==> src/rtl/dac_stream_pkg.sv <==
// dac_stream_pkg
// Shared definitions for the DAC stream feeder:
//   - feeder_state_e : FSM states IDLE / PRIME / RUN
//   - IDLE_CODE      : per-channel sample value driven while idle (mid-scale in two's complement)
//   - level_width()  : bit width needed to hold a FIFO occupancy of 0..depth
package dac_stream_pkg;

    typedef enum logic [1:0] {
        IDLE  = 2'd0,
        PRIME = 2'd1,
        RUN   = 2'd2
    } feeder_state_e;

    localparam int IDLE_CODE = 0;

    // Occupancy counts from 0 up to and including depth, hence the extra bit.
    function automatic int level_width(input int depth);
        return $clog2(depth) + 1;
    endfunction

endpackage

==> src/rtl/dac_frame_fifo.sv <==
// dac_frame_fifo
// Synchronous single-clock frame FIFO with a synchronous flush.
// Ports:
//   i_clk, i_reset        : clock, synchronous active-high reset
//   i_flush               : empties the FIFO on the next edge (overrides push/pop)
//   i_push, i_wr_data     : write a frame (ignored when full)
//   i_pop, o_rd_data      : head frame is visible combinationally; i_pop advances it
//   o_full, o_empty       : status derived from the registered level
//   o_level               : frames currently stored
module dac_frame_fifo
    import dac_stream_pkg::*;
#(
    parameter int DATA_WIDTH = 28,
    parameter int DEPTH      = 16
) (
    input  logic                          i_clk,
    input  logic                          i_reset,
    input  logic                          i_flush,
    input  logic                          i_push,
    input  logic [DATA_WIDTH-1:0]         i_wr_data,
    input  logic                          i_pop,
    output logic [DATA_WIDTH-1:0]         o_rd_data,
    output logic                          o_full,
    output logic                          o_empty,
    output logic [level_width(DEPTH)-1:0] o_level
);

    localparam int PTR_W   = $clog2(DEPTH);
    localparam int LEVEL_W = level_width(DEPTH);

    logic [DATA_WIDTH-1:0] mem_q [DEPTH];
    logic [PTR_W-1:0]      wr_ptr_q, wr_ptr_d;
    logic [PTR_W-1:0]      rd_ptr_q, rd_ptr_d;
    logic [LEVEL_W-1:0]    level_q, level_d;
    logic                  do_push;
    logic                  do_pop;

    assign o_full    = (level_q == LEVEL_W'(DEPTH));
    assign o_empty   = (level_q == '0);
    assign o_level   = level_q;
    assign o_rd_data = mem_q[rd_ptr_q];

    // Pointers are exactly log2(DEPTH) bits, so the increments wrap modulo DEPTH.
    always_comb begin
        do_push  = i_push && !o_full && !i_flush;
        do_pop   = i_pop && !o_empty && !i_flush;
        wr_ptr_d = wr_ptr_q;
        rd_ptr_d = rd_ptr_q;
        level_d  = level_q;
        if (i_flush) begin
            wr_ptr_d = '0;
            rd_ptr_d = '0;
            level_d  = '0;
        end else begin
            if (do_push) begin
                wr_ptr_d = wr_ptr_q + PTR_W'(1);
            end
            if (do_pop) begin
                rd_ptr_d = rd_ptr_q + PTR_W'(1);
            end
            level_d = level_q + LEVEL_W'(do_push) - LEVEL_W'(do_pop);
        end
    end

    always_ff @(posedge i_clk) begin
        if (i_reset) begin
            wr_ptr_q <= '0;
            rd_ptr_q <= '0;
            level_q  <= '0;
        end else begin
            wr_ptr_q <= wr_ptr_d;
            rd_ptr_q <= rd_ptr_d;
            level_q  <= level_d;
        end
    end

    // Storage needs no reset: entries are only ever read after being written.
    always_ff @(posedge i_clk) begin
        if (do_push) begin
            mem_q[wr_ptr_q] <= i_wr_data;
        end
    end

endmodule

==> src/rtl/dac_stream_feeder.sv <==
// dac_stream_feeder
// Buffers multi-channel sample frames from a valid/ready stream and releases one
// frame per programmable sample tick to the Zmod DAC controller data inputs.
// Build option: DAC_UNDERRUN_ZERO_EN - when defined, an underrun tick drives
// o_data to mid-scale (0) with a strobe instead of holding the last sample.
// Ports:
//   i_sys_clock, i_reset          : clock, synchronous active-high reset
//   i_init_done, i_enable         : controller ready / run request; both needed to leave IDLE
//   i_rate_div                    : tick period minus one, in clock cycles
//   i_s_data, i_s_valid, o_s_ready: frame input stream
//   o_data, o_data_strobe         : samples to the controller, pulse on update
//   o_fifo_level                  : frames buffered
//   o_underrun, o_underrun_count  : sticky flag and saturating count, cleared by i_clear_underrun
//   o_running                     : high while in RUN
module dac_stream_feeder
    import dac_stream_pkg::*;
#(
    parameter int ZMOD_DATA_SIZE     = 14,
    parameter int NUM_CHANNELS       = 2,
    parameter int FIFO_DEPTH         = 16,
    parameter int PRIME_LEVEL        = FIFO_DEPTH / 2,
    parameter int RATE_DIV_WIDTH     = 16,
    parameter int UNDERRUN_CNT_WIDTH = 16
) (
    input  logic                                    i_sys_clock,
    input  logic                                    i_reset,
    input  logic                                    i_init_done,
    input  logic                                    i_enable,
    input  logic [RATE_DIV_WIDTH-1:0]               i_rate_div,
    input  logic [NUM_CHANNELS*ZMOD_DATA_SIZE-1:0]  i_s_data,
    input  logic                                    i_s_valid,
    output logic                                    o_s_ready,
    output logic [NUM_CHANNELS*ZMOD_DATA_SIZE-1:0]  o_data,
    output logic                                    o_data_strobe,
    output logic [level_width(FIFO_DEPTH)-1:0]      o_fifo_level,
    output logic                                    o_underrun,
    input  logic                                    i_clear_underrun,
    output logic [UNDERRUN_CNT_WIDTH-1:0]           o_underrun_count,
    output logic                                    o_running
);

    localparam int DW      = NUM_CHANNELS * ZMOD_DATA_SIZE;
    localparam int LEVEL_W = level_width(FIFO_DEPTH);
    localparam logic [DW-1:0] IDLE_FRAME = {NUM_CHANNELS{ZMOD_DATA_SIZE'(IDLE_CODE)}};

    feeder_state_e                 state_q, state_d;
    logic [RATE_DIV_WIDTH-1:0]     tick_cnt_q, tick_cnt_d;
    logic [DW-1:0]                 data_q, data_d;
    logic                          strobe_q, strobe_d;
    logic                          underrun_q, underrun_d;
    logic [UNDERRUN_CNT_WIDTH-1:0] underrun_cnt_q, underrun_cnt_d;

    logic                          go;
    logic                          ready;
    logic                          push;
    logic                          tick;
    logic                          pop;
    logic                          underrun_tick;
    logic                          flush;
    logic                          fifo_full;
    logic                          fifo_empty;
    logic [DW-1:0]                 fifo_head;
    logic [LEVEL_W-1:0]            fifo_level;

    dac_frame_fifo #(
        .DATA_WIDTH (DW),
        .DEPTH      (FIFO_DEPTH)
    ) u_fifo (
        .i_clk      (i_sys_clock),
        .i_reset    (i_reset),
        .i_flush    (flush),
        .i_push     (push),
        .i_wr_data  (i_s_data),
        .i_pop      (pop),
        .o_rd_data  (fifo_head),
        .o_full     (fifo_full),
        .o_empty    (fifo_empty),
        .o_level    (fifo_level)
    );

    // Control: next state, handshake, tick divider. Losing enable or init-done
    // flushes the FIFO in the same cycle, so a handshake accepted then is dropped.
    always_comb begin
        go            = i_enable && i_init_done;
        ready         = ((state_q == PRIME) || (state_q == RUN)) && !fifo_full;
        push          = i_s_valid && ready;
        flush         = (state_q == IDLE) || !go;
        tick          = (state_q == RUN) && go && (tick_cnt_q == '0);
        pop           = tick && !fifo_empty;
        underrun_tick = tick && fifo_empty;

        state_d = state_q;
        unique case (state_q)
            IDLE:    if (go) state_d = PRIME;
            PRIME:   if (!go) state_d = IDLE;
                     else if (fifo_level >= LEVEL_W'(PRIME_LEVEL)) state_d = RUN;
            RUN:     if (!go) state_d = IDLE;
            default: state_d = IDLE;
        endcase

        tick_cnt_d = '0;
        if ((state_q == PRIME) && (state_d == RUN)) begin
            tick_cnt_d = i_rate_div;
        end else if ((state_q == RUN) && go) begin
            tick_cnt_d = tick ? i_rate_div : tick_cnt_q - RATE_DIV_WIDTH'(1);
        end
    end

    // Output sample register and underrun statistics. A clear request beats a
    // coincident underrun so software always sees a clean zero afterwards.
    always_comb begin
        data_d   = data_q;
        strobe_d = 1'b0;
        if (flush) begin
            data_d = IDLE_FRAME;
        end else if (pop) begin
            data_d   = fifo_head;
            strobe_d = 1'b1;
        end
`ifdef DAC_UNDERRUN_ZERO_EN
        else if (underrun_tick) begin
            data_d   = IDLE_FRAME;
            strobe_d = 1'b1;
        end
`else
`endif

        underrun_d     = underrun_q;
        underrun_cnt_d = underrun_cnt_q;
        if (i_clear_underrun) begin
            underrun_d     = 1'b0;
            underrun_cnt_d = '0;
        end else if (underrun_tick) begin
            underrun_d = 1'b1;
            if (underrun_cnt_q != '1) begin
                underrun_cnt_d = underrun_cnt_q + UNDERRUN_CNT_WIDTH'(1);
            end
        end
    end

    always_ff @(posedge i_sys_clock) begin
        if (i_reset) begin
            state_q        <= IDLE;
            tick_cnt_q     <= '0;
            data_q         <= '0;
            strobe_q       <= 1'b0;
            underrun_q     <= 1'b0;
            underrun_cnt_q <= '0;
        end else begin
            state_q        <= state_d;
            tick_cnt_q     <= tick_cnt_d;
            data_q         <= data_d;
            strobe_q       <= strobe_d;
            underrun_q     <= underrun_d;
            underrun_cnt_q <= underrun_cnt_d;
        end
    end

    assign o_s_ready        = ready;
    assign o_data           = data_q;
    assign o_data_strobe    = strobe_q;
    assign o_fifo_level     = fifo_level;
    assign o_underrun       = underrun_q;
    assign o_underrun_count = underrun_cnt_q;
    assign o_running        = (state_q == RUN);

endmodule

==> config.mk <==
export PLATFORM = sky130hd
export DESIGN_NAME = dac_stream_feeder
export DESIGN_NICKNAME = d
export VERILOG_FILES = /design/src/rtl/dac_stream_pkg.sv /design/src/rtl/dac_frame_fifo.sv /design/src/rtl/dac_stream_feeder.sv
export SDC_FILE = /design/constraint.sdc
export NUM_CORES = 1
export LEC_CHECK = 0
export CAP_MARGIN = 10
export CORE_ASPECT_RATIO = 1.5
export CORE_MARGIN = 2
export CORE_UTILIZATION = 49
export CTS_CLUSTER_SIZE = 8
export DETAILED_ROUTE_END_ITERATION = 12
export PLACE_DENSITY = 0.7
export SYNTH_ARGS = -nofsm -noshare
export SYNTH_HDL_FRONTEND = slang
export SYNTH_SLANG_ARGS = --single-unit
export TNS_END_PERCENT = 1
==> constraint.sdc <==
create_clock -name i_sys_clock -period 4.1 [get_ports i_sys_clock]
set_input_delay 0.82 -clock i_sys_clock [delete_from_list [all_inputs] [get_ports i_sys_clock]]
set_output_delay 0.82 -clock i_sys_clock [all_outputs]
set_load 0.005 [all_outputs]
---- Word level (Yosys, flattened, before mapping) ----
Memory sizes are Yosys's and may differ from the RTL's. A register that Yosys moved wholly into a read port is not among the register bits.
Cells that the tools add are included.
storage, ports and cells
  memory bits (read-only) ................. 0
  bits in registers ....................... 49
  logic and storage cells ................. 56
  bits in writable memories ............... 448
  latch bits .............................. 0
  bits of input ports ..................... 50
  memories kept ........................... 1
operators by class
  multipliers ............................. 0
  divide/modulo/power cells ............... 0
  magnitude comparators ................... 1
  reductions and logical operators ........ 24
  bitwise gates (word level) .............. 0
  muxes and demuxes ....................... 11
  equal/unequal tests ..................... 5
  shift-type cells ........................ 0
  $add $sub $neg .......................... 6
memories
  memory        words  width  read ports  clocked after memory_dff  write ports  line                  text
  u_fifo.mem_q  16     28     1           1                         1            dac_frame_fifo.sv:31  logic [DATA_WIDTH-1:0] mem_q [DEPTH];
operator list
  kind                                                                    count
  16-bit two-way mux                                                      3
  16-bit by 1-bit adder with 16-bit output (second input constant)        1
  16-bit logical NOT                                                      1
  16-bit inequality test (second input constant)                          1
  16-bit by 1-bit subtractor with 16-bit output (second input constant)   1
  1-bit logical AND                                                       12
  4-bit by 1-bit adder with 4-bit output (second input constant)          2
  2-bit two-way mux                                                       4
  2-bit case mux with 3 select lines                                      1
  5-bit by 1-bit adder with 5-bit output                                  1
  5-bit equality test (second input constant)                             1
  5-bit by 4-bit >= comparator with 1-bit output (second input constant)  1
  5-bit logical NOT                                                       1
  5-bit by 1-bit subtractor with 5-bit output                             1
  2-bit equality test (second input constant)                             2
  1-bit logical NOT                                                       4
  2-bit OR reduction                                                      2
  1-bit two-way mux                                                       3
  2-bit by 1-bit equality test with 1-bit output (second input constant)  1
  2-bit logical NOT                                                       1
  1-bit logical OR                                                        2
  2-bit AND reduction                                                     1

---- Logic depth before layout (Yosys ltp) ----
Gate-level depths: netlist (run 1).
  depth in word-level cells ............... 8
  mapped depth ............................ 15

---- Cells and area by module ----
A second synthesis (run 1) with hierarchy kept.
unflattened totals
  cell total of the unflattened synthesis .. 1185
  area, all modules ....................... 20961.4 µm²
modules (own cells, without submodules)
  module             instances  cells each  area an instance (µm²)  seq. area each (µm²)
  dac_frame_fifo     1          793         17894.7                 13793.2
  dac_stream_feeder  1          392         3066.7                  1281.2

---- Least setup slack after synthesis (run 1) ----
OpenSTA, ideal clock, no wires.
  kind .................................... input to register
  start point ............................. in i_enable
  end point ............................... mem u_fifo.mem_q[3][0] (enable)
  arrival time ............................ 3814 ps
  cell stages on the path ................. 4
  path slack .............................. -162 ps
  path buffers ............................ 0
  cell sequence ........................... nand3b_1 -> nor4_1 -> nand2_1 -> nor3_1
on the way
  longest elaborated chain between the ends .. 7
ends and longest elaborated chain
  what                                     line                     text
  start, declared                          dac_stream_feeder.sv:28  input logic i_enable,
  1-bit logical AND                        dac_stream_feeder.sv:84  go = i_enable && i_init_done;
  1-bit logical NOT                        n/a
  1-bit logical OR                         dac_stream_feeder.sv:87  flush = (state_q == IDLE) || !go;
  1-bit logical NOT                        dac_frame_fifo.sv:45     do_push = i_push && !o_full && !i_flush;
  1-bit logical AND                        dac_frame_fifo.sv:45
  via u_fifo.do_push                       dac_frame_fifo.sv:35     logic do_push;
  1-bit two-way mux                        dac_frame_fifo.sv:79     if (do_push) begin
  1-bit two-way mux (not written as such)  dac_frame_fifo.sv:80     mem_q[wr_ptr_q] <= i_wr_data;
  end, declared                            dac_frame_fifo.sv:31
The timed path passes the listed nets, and every way through them passes these cells.

---- Worst setup path in the final report (run 1) ----
  start point ............................. reg tick_cnt_q[7]
  end point ............................... reg u_fifo.level_q[4], in the netlist u_fifo.o_level[4]
on the way
  longest elaborated chain between the ends .. 6
ends and longest elaborated chain
  what                                         line                      text
  start, declared                              dac_stream_feeder.sv:47   logic [RATE_DIV_WIDTH-1:0] tick_cnt_q, tick_cnt_d;
  start signal, assigned                       dac_stream_feeder.sv:151  tick_cnt_q <= tick_cnt_d;
  16-bit logical NOT                           dac_stream_feeder.sv:88   tick = (state_q == RUN) && go && (tick_cnt_q == '0);
  1-bit logical AND                            dac_stream_feeder.sv:88
  1-bit logical AND                            dac_stream_feeder.sv:89   pop = tick && !fifo_empty;
  1-bit logical AND (2 in series)              dac_frame_fifo.sv:46      do_pop = i_pop && !o_empty && !i_flush;
  via u_fifo.do_pop                            dac_frame_fifo.sv:36      logic do_pop;
  5-bit by 1-bit subtractor with 5-bit output  dac_frame_fifo.sv:61      level_d = level_q + LEVEL_W'(do_push) - LEVEL_W'(do_pop);
  end signal, assigned                         dac_frame_fifo.sv:73      level_q <= level_d;
  end, declared                                dac_frame_fifo.sv:34      logic [LEVEL_W-1:0] level_q, level_d;
The timed path passes the listed nets, and every way through them passes these cells.
A chain may end at the register's enable or synchronous reset.

==> results of run 1 <==
==> routing by layer <==
layer  vias up  global-route usage  routed length, microns
met5         -                   0                      16
met4         2              0.0809                    1280
met3        86              0.0431                    3080
met2       426               0.388                   24800
met1      5861               0.262                   17200
li1       4962                   -                       -
==> layout make-up <==
type                    count  area (sq um)
fillers                  3014         16900
flip-flops and latches    525         15000
multi-input cells         539          5430
clock buffers             126          2070
repair buffers            145          1460
well taps                 564           706
clock inverters             8           121
inverters                  23          86.3
==> cells by family (layout without fill, tap and decap cells) <==
group	Yosys count	in the layout	synth area share
adders and majority gates	21	21	0.0131
muxes	131	131	0.132
AOI/OAI and AO/OA	137	137	0.0491
DFF	525	525	0.728
xor gates and xnor gates	17	17	0.00723
buffers and inverters	84	302	0.0157
and+or+nand+nor	233	233	0.0553
==> power by group through the flow <==
stage          clock (uW)  sequential (uW)  combinational, uW
2_1_floorplan           0             5900               21.1
3_3_place_gp            0             5900                127
3_5_place_dp            0             5900                132
4_1_cts              5750             5800                133
5_1_grt              5980             5790                146
6_report             5670             5800                133
==> worst max-delay path: stages (launching register included) <==
cell       delay (ps)
dfxtp_1           360
or4_1             680
nor4_1            460
nand4bb_1         250
inv_1             110
ha_1              120
inv_1              40
ha_1              200
fa_1              430
a21oi_1           140
nor2_1             60
nor2_1            110
xnor2_1           120
nor2_1             50
==> flip-flops by register name, summed over array words and instances (netlist names) <==
| register | count |
|---|---|
| o_data | 28 |
| o_underrun | 1 |
| tick_cnt_q | 16 |
| u_fifo.mem_q | 448 |
| o_underrun_count | 16 |
| u_fifo.rd_ptr_q | 4 |
| u_fifo.wr_ptr_q | 4 |
| u_fifo.o_level | 5 |
| state_q | 2 |
| o_data_strobe | 1 |
==> stage by stage <==
| step | instance area, sq um | instances |
|---|---|---|
| after detailed placement | 22700 | 1796 |
| after global placement | 22700 | 1796 |
| final | 24900 | 1930 |
| after floorplan | 20600 | 1148 |
| after CTS | 24900 | 1930 |
| after global routing | 24900 | 1930 |
==> cell usage in the layout, fill, tap and decap left out, types with 3 or more instances in the layout <==
master	count
a21oi_1	14
a22o_1	56
and2_1	5
and4_1	3
buf_12	9
buf_4	34
clkbuf_1	51
clkbuf_16	75
clkdlybuf4s50_1	102
clkinv_8	3
dfxtp_1	75
edfxtp_1	448
ha_1	20
inv_1	23
mux2_2	4
mux2i_1	15
mux4_2	112
nand2_1	64
nand2b_1	3
nand3_1	19
nand4_1	10
nor2_1	52
nor2_4	13
nor2b_1	4
nor3_1	11
nor3_2	4
nor4_1	9
o211ai_1	3
o21a_1	3
o21ai_0	13
o22ai_1	28
o31a_1	3
o31ai_1	3
or3_1	8
or4_1	7
xnor2_1	9
xor2_1	8
==> final timing paths <==
kind            startpoint                end  slack (ps)  cells past startpoint
max          tick_cnt_q[7]  u_fifo.o_level[4]         850                     13
min             o_data[12]         o_data[12]         470                      2
max reg2reg  tick_cnt_q[7]  u_fifo.o_level[4]         850                     13
min reg2reg     o_data[12]         o_data[12]         470                      2
==> qor.csv, run 1 <==
metric,value,unit
outcome,completed,
Area Growth Syn to Fin,20.7,%
Net Sw Frac,0.199,
RSZ-0062 raised after global routing,false,
Comb pwr share,0.011,
total of max-cap violations,0,
synthesized flop and latch total,525,
CP endpoint kind,flip-flop,
Pre-Repair DR Iteration Count,7,
Hold Worst Slack,465,ps
top post-synthesis cells by area,"edfxtp_1 65%, mux4_2 12%, dfxtp_1 7.5%",
synth cell count leaders,"448 x edfxtp_1, 112 x mux4_2, 77 x dfxtp_1, 66 x nor2_1, 64 x nand2_1",
H-Tree Depth,3,
Gate Count Post-Synth,1148,
critical path data arrival time,3720,ps
Max Freq,308,MHz
most instantiated library cell after synthesis,edfxtp_1,
pwr dens,467,nW/um^2
via count,11300,
cts repair resizes,0,
row cnt,92,
synthesized net count,1219,
grt total ovfl,0,
Final Skew,20.0,ps
post-route core utilization,0.595,
asr flop ratio synth,0,
clk_lat worst skew,600,ps
first-pass GRT wire length,69600,microns
crit-path max FO,6,
Flop pwr share,0.500,
die span in y,255,microns
n_diodes,0,
final worst setup slack,850,ps
Final Cycle Share,0.793,
YS warnings,0,
post-DP HPWL,25300,microns
TritonCTS Buffers,75,
Final Hold Fails,0,
I/O pins,103,
biggest area consumer among synthesized cells,edfxtp_1,
startpoint type of the worst setup path,flip-flop,
pin count of the biggest net entering global routing,48,
Most used DFF post-synth,edfxtp_1,
P_sw,2310,uW
Worst-path clk slew,50,ps
antenna violations before repair,3,
Layout Nets,1380,
CTS Root Cell,clkbuf_16,
DRT Wirelength,46400,microns
# hold bufs at CTS,0,
Clock Sinks,525,
Die Span X,171,microns
Worst-Margin Slew,803,ps
"Cell Area, Synth",20600,sq um
gpl congestion,0.910,
setup TNS,0,ps
top-area cell type share of the netlist area,0.653,
Remaining DRCs,0,
post-CTS setup buffer count,0,
vias in the first global route,11600,
post-synthesis sequential area ratio,0.728,
"EDFF count, synth",448,
Syn Area/Cell,17.9,sq um
WL per Instance,24.0,microns
min Tclk post-route,3250,ps
iteration-0 DRC count of the detailed router,880,
Max rail drop VDD,0.000314,V
PnR Total Power,11600,uW
Synth cell types,60,
Max clock buf depth,3,
P_int,9290,uW
Hold Crit Class,flip-flop to flip-flop,
area of the core,41800,sq um
Leak,0.00786,uW
Routed Antenna Nets,0,
Final Setup Violations,0,
Clk network pwr share,0.489,
DR vias/cell,5.87,
die area,43700,sq um
Slew HR,0.465,
CTS tree,done,
dpl ws,495,ps
Starting Density,0.493,
CP required,4570,ps
IO Port Bufs,102,
layout cells sized above 1,0.201,
Slew Limit Fails,0,
GRT Overall Usage,0.218,
WS Path Type,flip-flop to flip-flop,
(Power assumes the default switching activity.)
==> inputs of run 2 (changes only) <==
- clock period: 4.1 -> 2.85 ns (I/O delays scaled with it)
==> run 2 against run 1 <==
Wire length up 4.5%. Sequential power rose by 44%. Clock skew down 3.1 ps. Non-clock buffer count grew 54. Power grew 44%. Cell count rose by 3.0%. Worst setup slack worse by 810 ps. Combinational power increased by 51%. Fmax increased by 16%. Final area up 3.2%. Register-to-register slack worse by 810 ps. Critical endpoint unchanged. Largest cell class unchanged. Largest power group unchanged.
==> qor.csv, run 2 (same netlist as run 1, synthesis figures left out) <==
metric,value,unit,change
CP required,3310,ps,was 4570 ps
max FFs per register,448,,unchanged
CP max-delay cell,or4b_4,,was or4_1
CP endpoint kind,flip-flop,,unchanged
"commonest cells after routing, fill and taps aside","448 x edfxtp_1, 112 x mux4_2, 102 x clkdlybuf4s50_1, 77 x clkbuf_16, 72 x dfxtp_1",,"was 448 x edfxtp_1, 112 x mux4_2, 102 x clkdlybuf4s50_1, 75 x clkbuf_16, 75 x dfxtp_1"
Die Span X,171,microns,unchanged
r2r endpoint,u_fifo.o_level[4],,unchanged
critical path data arrival time,3270,ps,was 3720 ps
M2 GR Usage,0.401,,was 0.388
antenna violations before repair,1,,was 3
RSZ-0062 raised after global routing,true,,was false
Max Freq,356,MHz,was 308 MHz
Leak,0.00819,uW,was 0.00786 uW
DR vias/cell,5.87,,about the same
Biggest register,u_fifo.mem_q,,unchanged
row cnt,92,,unchanged
GRT Overall Usage,0.226,,was 0.218
Worst Min Path Start,o_data[3],,was o_data[12]
Slew HR,0.545,,was 0.465
Worst-Margin Slew,677,ps,was 803 ps
Pre-Repair DR Iteration Count,5,,was 7
met1 Usage GRT,0.274,,was 0.262
PnR Total Power,16700,uW,was 11600 uW
area of the core,41800,sq um,unchanged
outcome,completed,,unchanged
via count,11700,,was 11.3k
Slew Limit Fails,0,,unchanged
# hold bufs at CTS,0,,unchanged
met3 Track Usage GR,0.0444,,was 0.0431
vias in the first global route,12100,,was 11.6k
die area,43700,sq um,unchanged
layout cells sized above 1,0.242,,was 0.201
total of max-cap violations,0,,unchanged
Max clock buf depth,3,,unchanged
min Tclk post-route,2810,ps,was 3250 ps
pwr dens,652,nW/um^2,was 467 nW/um^2
H-Tree Depth,3,,unchanged
die span in y,255,microns,unchanged
dpl ws,-252,ps,was 495 ps
post-DP HPWL,27200,microns,was 25300 microns
Final Cycle Share,0.987,,was 0.793
DRT Wirelength,48500,microns,was 46400 microns
worst path cell trace,inv_2 -> ha_4 -> or4b_4 -> nor4_4 -> nand4bb_1 -> inv_1 -> ha_1 -> inv_2 -> ha_4 -> fa_2 -> a21oi_2 -> nor2_1 -> nor2_1 -> xnor2_1 -> nor2_1,,was or4_1 -> nor4_1 -> nand4bb_1 -> inv_1 -> ha_1 -> inv_1 -> ha_1 -> fa_1 -> a21oi_1 -> nor2_1 -> nor2_1 -> xnor2_1 -> nor2_1
Worst-path clk slew,50,ps,about the same
Clock Sinks,525,,unchanged
Max rail drop VDD,0.000458,V,was 0.000314 V
Final Setup Violations,0,,unchanged
cell with the most instances on the worst path,nor2_1,,unchanged
Final Skew,16.9,ps,was 20.0 ps
n_diodes,0,,unchanged
IO Port Bufs,102,,unchanged
R2R cell count,15,,was 13
Hold Crit Class,flip-flop to flip-flop,,unchanged
Most Crowded Layer GR,met2,,unchanged
CP peak stage delay,480,ps,was 680 ps
Routed Antenna Nets,0,,unchanged
first-pass GRT wire length,72200,microns,was 69600 microns
Layout Nets,1434,,was 1380
Remaining DRCs,0,,unchanged
WL per Instance,24.4,microns,was 24.0 microns
R2R Path Start,tick_cnt_q[1],,was tick_cnt_q[7]
Area Growth Syn to Fin,24.5,%,was 20.7%
startpoint type of the worst setup path,flip-flop,,unchanged
clk_lat worst skew,590,ps,was 600 ps
I/O pins,103,,unchanged
crit-path max FO,2,,was 6
grt total ovfl,0,,unchanged
fillers,2986,,was 3014
TritonCTS Buffers,75,,unchanged
final worst setup slack,37.2,ps,was 850 ps
hold path depth,2,,unchanged
WS Path Type,flip-flop to flip-flop,,unchanged
CTS tree,done,,unchanged
pin count of the biggest net entering global routing,43,,was 48
Worst Hold Endpoint,o_data[3],,was o_data[12]
Worst R2R Setup Slack,40,ps,was 850 ps
iteration-0 DRC count of the detailed router,1160,,was 880
CTS Root Cell,clkbuf_16,,unchanged
Final Hold Fails,0,,unchanged
"commonest non-fill, non-tap cell in the layout",edfxtp_1,,unchanged
Starting Density,0.493,,unchanged
gpl congestion,0.890,,was 0.910
## run 2: cell types whose count changed in the layout (fill, tap and decap cells not counted), moves of 3 or more
cell      delta
nor3_2       -3
inv_1        -3
dfxtp_1      -3
clkbuf_1     +5
inv_2        +3
nor4_4       +3
nor4_1       -3
dfxtp_2      +3
buf_12      +19
buf_4       +35
nor3_4       +3
## run 2: layer usage
layer / vias to the layer above / wire length [microns]
li1: 5076 / -
met1: 6004 / 18000
met2: 503 / 25900
met3: 94 / 3180
met4: 2 / 1340
met5: - / 11
## run 2: power by group
part           switching [uW]  total (uW)  internal (uW)
Combinational             121         201           79.1
Clock                    3140        8190           5050
Sequential              0.893        8340           8340
## run 2: timing repair
item,4_1_cts,5_1_grt
buffers inserted,1,2
cloned,0,0
endpoints found under the setup margin,2,20
pin swaps,4,12
resized for setup,7,13
## run 2: area by class of cell
cell class	instances	area, sq um	area share
Multi-Input combinational cell	539	5550	0.216
Clock buffer	133	2140	0.0833
Timing Repair Buffer	199	2100	0.0818
Inverter	23	86.3	0.00337
Sequential cell	525	15000	0.585
Clock inverter	5	66.3	0.00259
Tap cell	564	706	0.0275
## run 2: per-stage QoR
stage | setup TNS (ps) | instance area, sq um | hold slack [ps] | instances | utilization
finish | 0 | 25700 | 466 | 1988 | 0.614
detailed placement | -24500 | 23300 | 458 | 1847 | 0.559
floorplan | -167 | 20700 | 461 | 1148 | -
global placement | -21530 | 23300 | 456 | 1847 | 0.559
global route | -91.7 | 25700 | 488 | 1988 | 0.614
CTS | -24.2 | 25600 | 469 | 1986 | 0.612
## run 2: worst max-delay path: cells and delay by family, from the launching register on
kind	cells	cell delay, ps
AOI/OAI and AO/OA	1	140
xor gates and xnor gates	1	130
DFF	1	320
buffers and inverters	3	210
and+or+nand+nor	6	1080
adders and majority gates	4	790
## run 2: worst max path at each step
stage                           start                end  slack [ps]  cells past startpoint
global placement             i_enable  u_fifo.o_level[4]        -240                     14
global route            tick_cnt_q[0]  u_fifo.o_level[4]         -90                     15
finish                  tick_cnt_q[1]  u_fifo.o_level[4]          40                     15
CTS                     tick_cnt_q[0]  u_fifo.o_level[4]         -20                     15
floorplan           u_fifo.o_level[2]  u_fifo.o_level[4]        -170                     14
detailed placement           i_enable  u_fifo.o_level[4]        -250                     14
==> inputs of run 3 (changes only) <==
- CORE_ASPECT_RATIO: 1.5 -> 0.8
- CORE_MARGIN: 2 -> unset
==> run 3 against run 2 <==
Hold slack improved by 5.1 ps. Largest power group unchanged. Highest routed layer is now met4. Wire length fell by 1.5%. Clock-buffer cell count fell by 8.
==> qor.csv, run 3 (same netlist as run 1, synthesis figures left out) <==
metric,value,unit,change
outcome,completed,,unchanged
Max Freq,363,MHz,was 356 MHz
Clock Sinks,525,,unchanged
DR vias/cell,5.89,,was 5.87
IO Port Bufs,102,,unchanged
H-Tree Depth,3,,unchanged
met3 routed wirelength,3240,microns,was 3180 microns
final worst setup slack,97.4,ps,was 37.2 ps
Remaining DRCs,0,,unchanged
CP required,3310,ps,about the same
Pre-Repair DR Iteration Count,5,,unchanged
layout cells sized above 1,0.251,,was 0.242
area of the core,41000,sq um,was 41800 sq um
antenna violations before repair,1,,unchanged
CP endpoint kind,flip-flop,,unchanged
Max rail drop VDD,0.000564,V,was 0.000458 V
row cnt,66,,was 92
R2R Path Start,tick_cnt_q[7],,was tick_cnt_q[1]
Layout Nets,1448,,was 1434
top layer in use,met4,,was met5
Hold Crit Class,flip-flop to flip-flop,,unchanged
Final Hold Fails,0,,unchanged
Slew Limit Fails,0,,unchanged
vias in the first global route,11800,,was 12.1k
Finished Cell Area,25700,sq um,about the same
GRT Overall Usage,0.231,,was 0.226
dpl ws,-218,ps,was -252 ps
Slew HR,0.466,,was 0.545
Routed Antenna Nets,0,,unchanged
WL per Instance,24.2,microns,was 24.4 microns
post-route core utilization,0.627,,was 0.614
Worst Min Path Start,o_data[10],,was o_data[3]
grt total ovfl,0,,unchanged
Final Skew,18.2,ps,was 16.9 ps
"commonest non-fill, non-tap cell in the layout",edfxtp_1,,unchanged
max FFs per register,448,,unchanged
Worst-Margin Slew,794,ps,was 677 ps
Max clock buf depth,3,,unchanged
Worst-path clk slew,50,ps,about the same
critical path data arrival time,3210,ps,was 3270 ps
Non-Filler Instances,1974,,was 1988
WS Path Type,flip-flop to flip-flop,,unchanged
min Tclk post-route,2750,ps,was 2810 ps
I/O pins,103,,unchanged
CTS Root Cell,clkbuf_16,,unchanged
pwr dens,647,nW/um^2,was 652 nW/um^2
Leak,0.00826,uW,was 0.00819 uW
Worst R2R Setup Slack,100,ps,was 40 ps
RSZ-0062 raised after global routing,true,,unchanged
setup TNS,0,ps,unchanged
Area Growth Syn to Fin,24.9,%,was 24.5%
Final Cycle Share,0.966,,was 0.987
"Cell Area, Placed",23400,sq um,was 23300 sq um
DRT Wirelength,47800,microns,was 48500 microns
Die Span X,231,microns,was 171 microns
die span in y,185,microns,was 255 microns
total of max-cap violations,0,,unchanged
n_diodes,0,,unchanged
post-DP HPWL,28000,microns,was 27200 microns
Final Setup Violations,0,,unchanged
crit path from,tick_cnt_q[7],,was tick_cnt_q[1]
first-pass GRT wire length,72000,microns,was 72200 microns
"commonest cells after routing, fill and taps aside","448 x edfxtp_1, 112 x mux4_2, 101 x clkdlybuf4s50_1, 77 x clkbuf_16, 76 x buf_4",,"was 448 x edfxtp_1, 112 x mux4_2, 102 x clkdlybuf4s50_1, 77 x clkbuf_16, 72 x dfxtp_1"
TritonCTS Buffers,75,,unchanged
Starting Density,0.502,,was 0.493
iteration-0 DRC count of the detailed router,1019,,was 1160
gpl congestion,0.879,,was 0.890
pin count of the biggest net entering global routing,53,,was 43
fillers,2838,,was 2986
Routed met1 length,21300,microns,was 18000 microns
startpoint type of the worst setup path,flip-flop,,unchanged
die area,42900,sq um,was 43700 sq um
metal2 WL,22400,microns,was 25900 microns
clk_lat worst skew,590,ps,about the same
crit-path max FO,2,,unchanged
Biggest register,u_fifo.mem_q,,unchanged
placed cell count,1830,,was 1847
CTS tree,done,,unchanged
via count,11600,,was 11.7k
[run 3: cell types whose count changed in the layout (fill, tap and decap cells not counted), moves of 2 or more]
cell / delta
or3_4: +2
buf_12: +3
or3_1: -2
clkbuf_1: -8
buf_4: +7
buf_6: +3
[run 3: final cells by class]
type                            instances  area, sq um  area share
Multi-Input combinational cell        539         5550       0.216
Timing Repair Buffer                  213         2250      0.0874
Clock buffer                          125         2110      0.0818
Clock inverter                          5         66.3     0.00258
Sequential cell                       525        15000       0.583
Inverter                               23         86.3     0.00335
Tap cell                              544          681      0.0264
[run 3: path summary, 6_finish.rpt]
path | to | cells past startpoint
setup / recovery | u_fifo.o_level[4] | 13
hold / removal | o_data[10] | 2
setup reg to reg | u_fifo.o_level[4] | 13
hold reg to reg | o_data[10] | 2
[run 3: worst max-delay path, stage by stage (launching register included)]
cell       delay [ps]
dfxtp_1           310
or4_4             570
nor4_4            300
nand4bb_1         170
inv_1              90
ha_1              130
inv_2              40
ha_4              150
fa_2              350
a21oi_2           150
nor2_1             60
nor2_1            130
xnor2_1           120
nor2_1             50
[run 3: per-layer routing]
| metal | vias to the layer above | track usage |
|---|---|---|
| met2 | 459 | 0.358 |
| met4 | 0 | 0.0625 |
| met1 | 5980 | 0.332 |
| li1 | 5109 | - |
| met3 | 82 | 0.0516 |
| met5 | - | 0 |
[run 3: stage by stage]
stage | power (uW) | hold WS (ps)
after floorplan | 8520 | 461
final | 16700 | 472
after global placement | 8680 | 456
after global routing | 17200 | 492
after CTS | 16800 | 472
after detailed placement | 8690 | 462
[run 3: power breakdown]
group	leakage, uW	internal, uW	switching, uW
combinational	0.00257	76.6	127
clock	0.00104	5010	3110
sequential	0.00465	8340	1.54
[run 3: what timing repair did]
action	in CTS	in global routing
endpoints found under the setup margin	2	31
cloned	0	1
pin swaps	1	9
buffers inserted	11	3
gates resized for setup	6	17
hold buffers	0	0
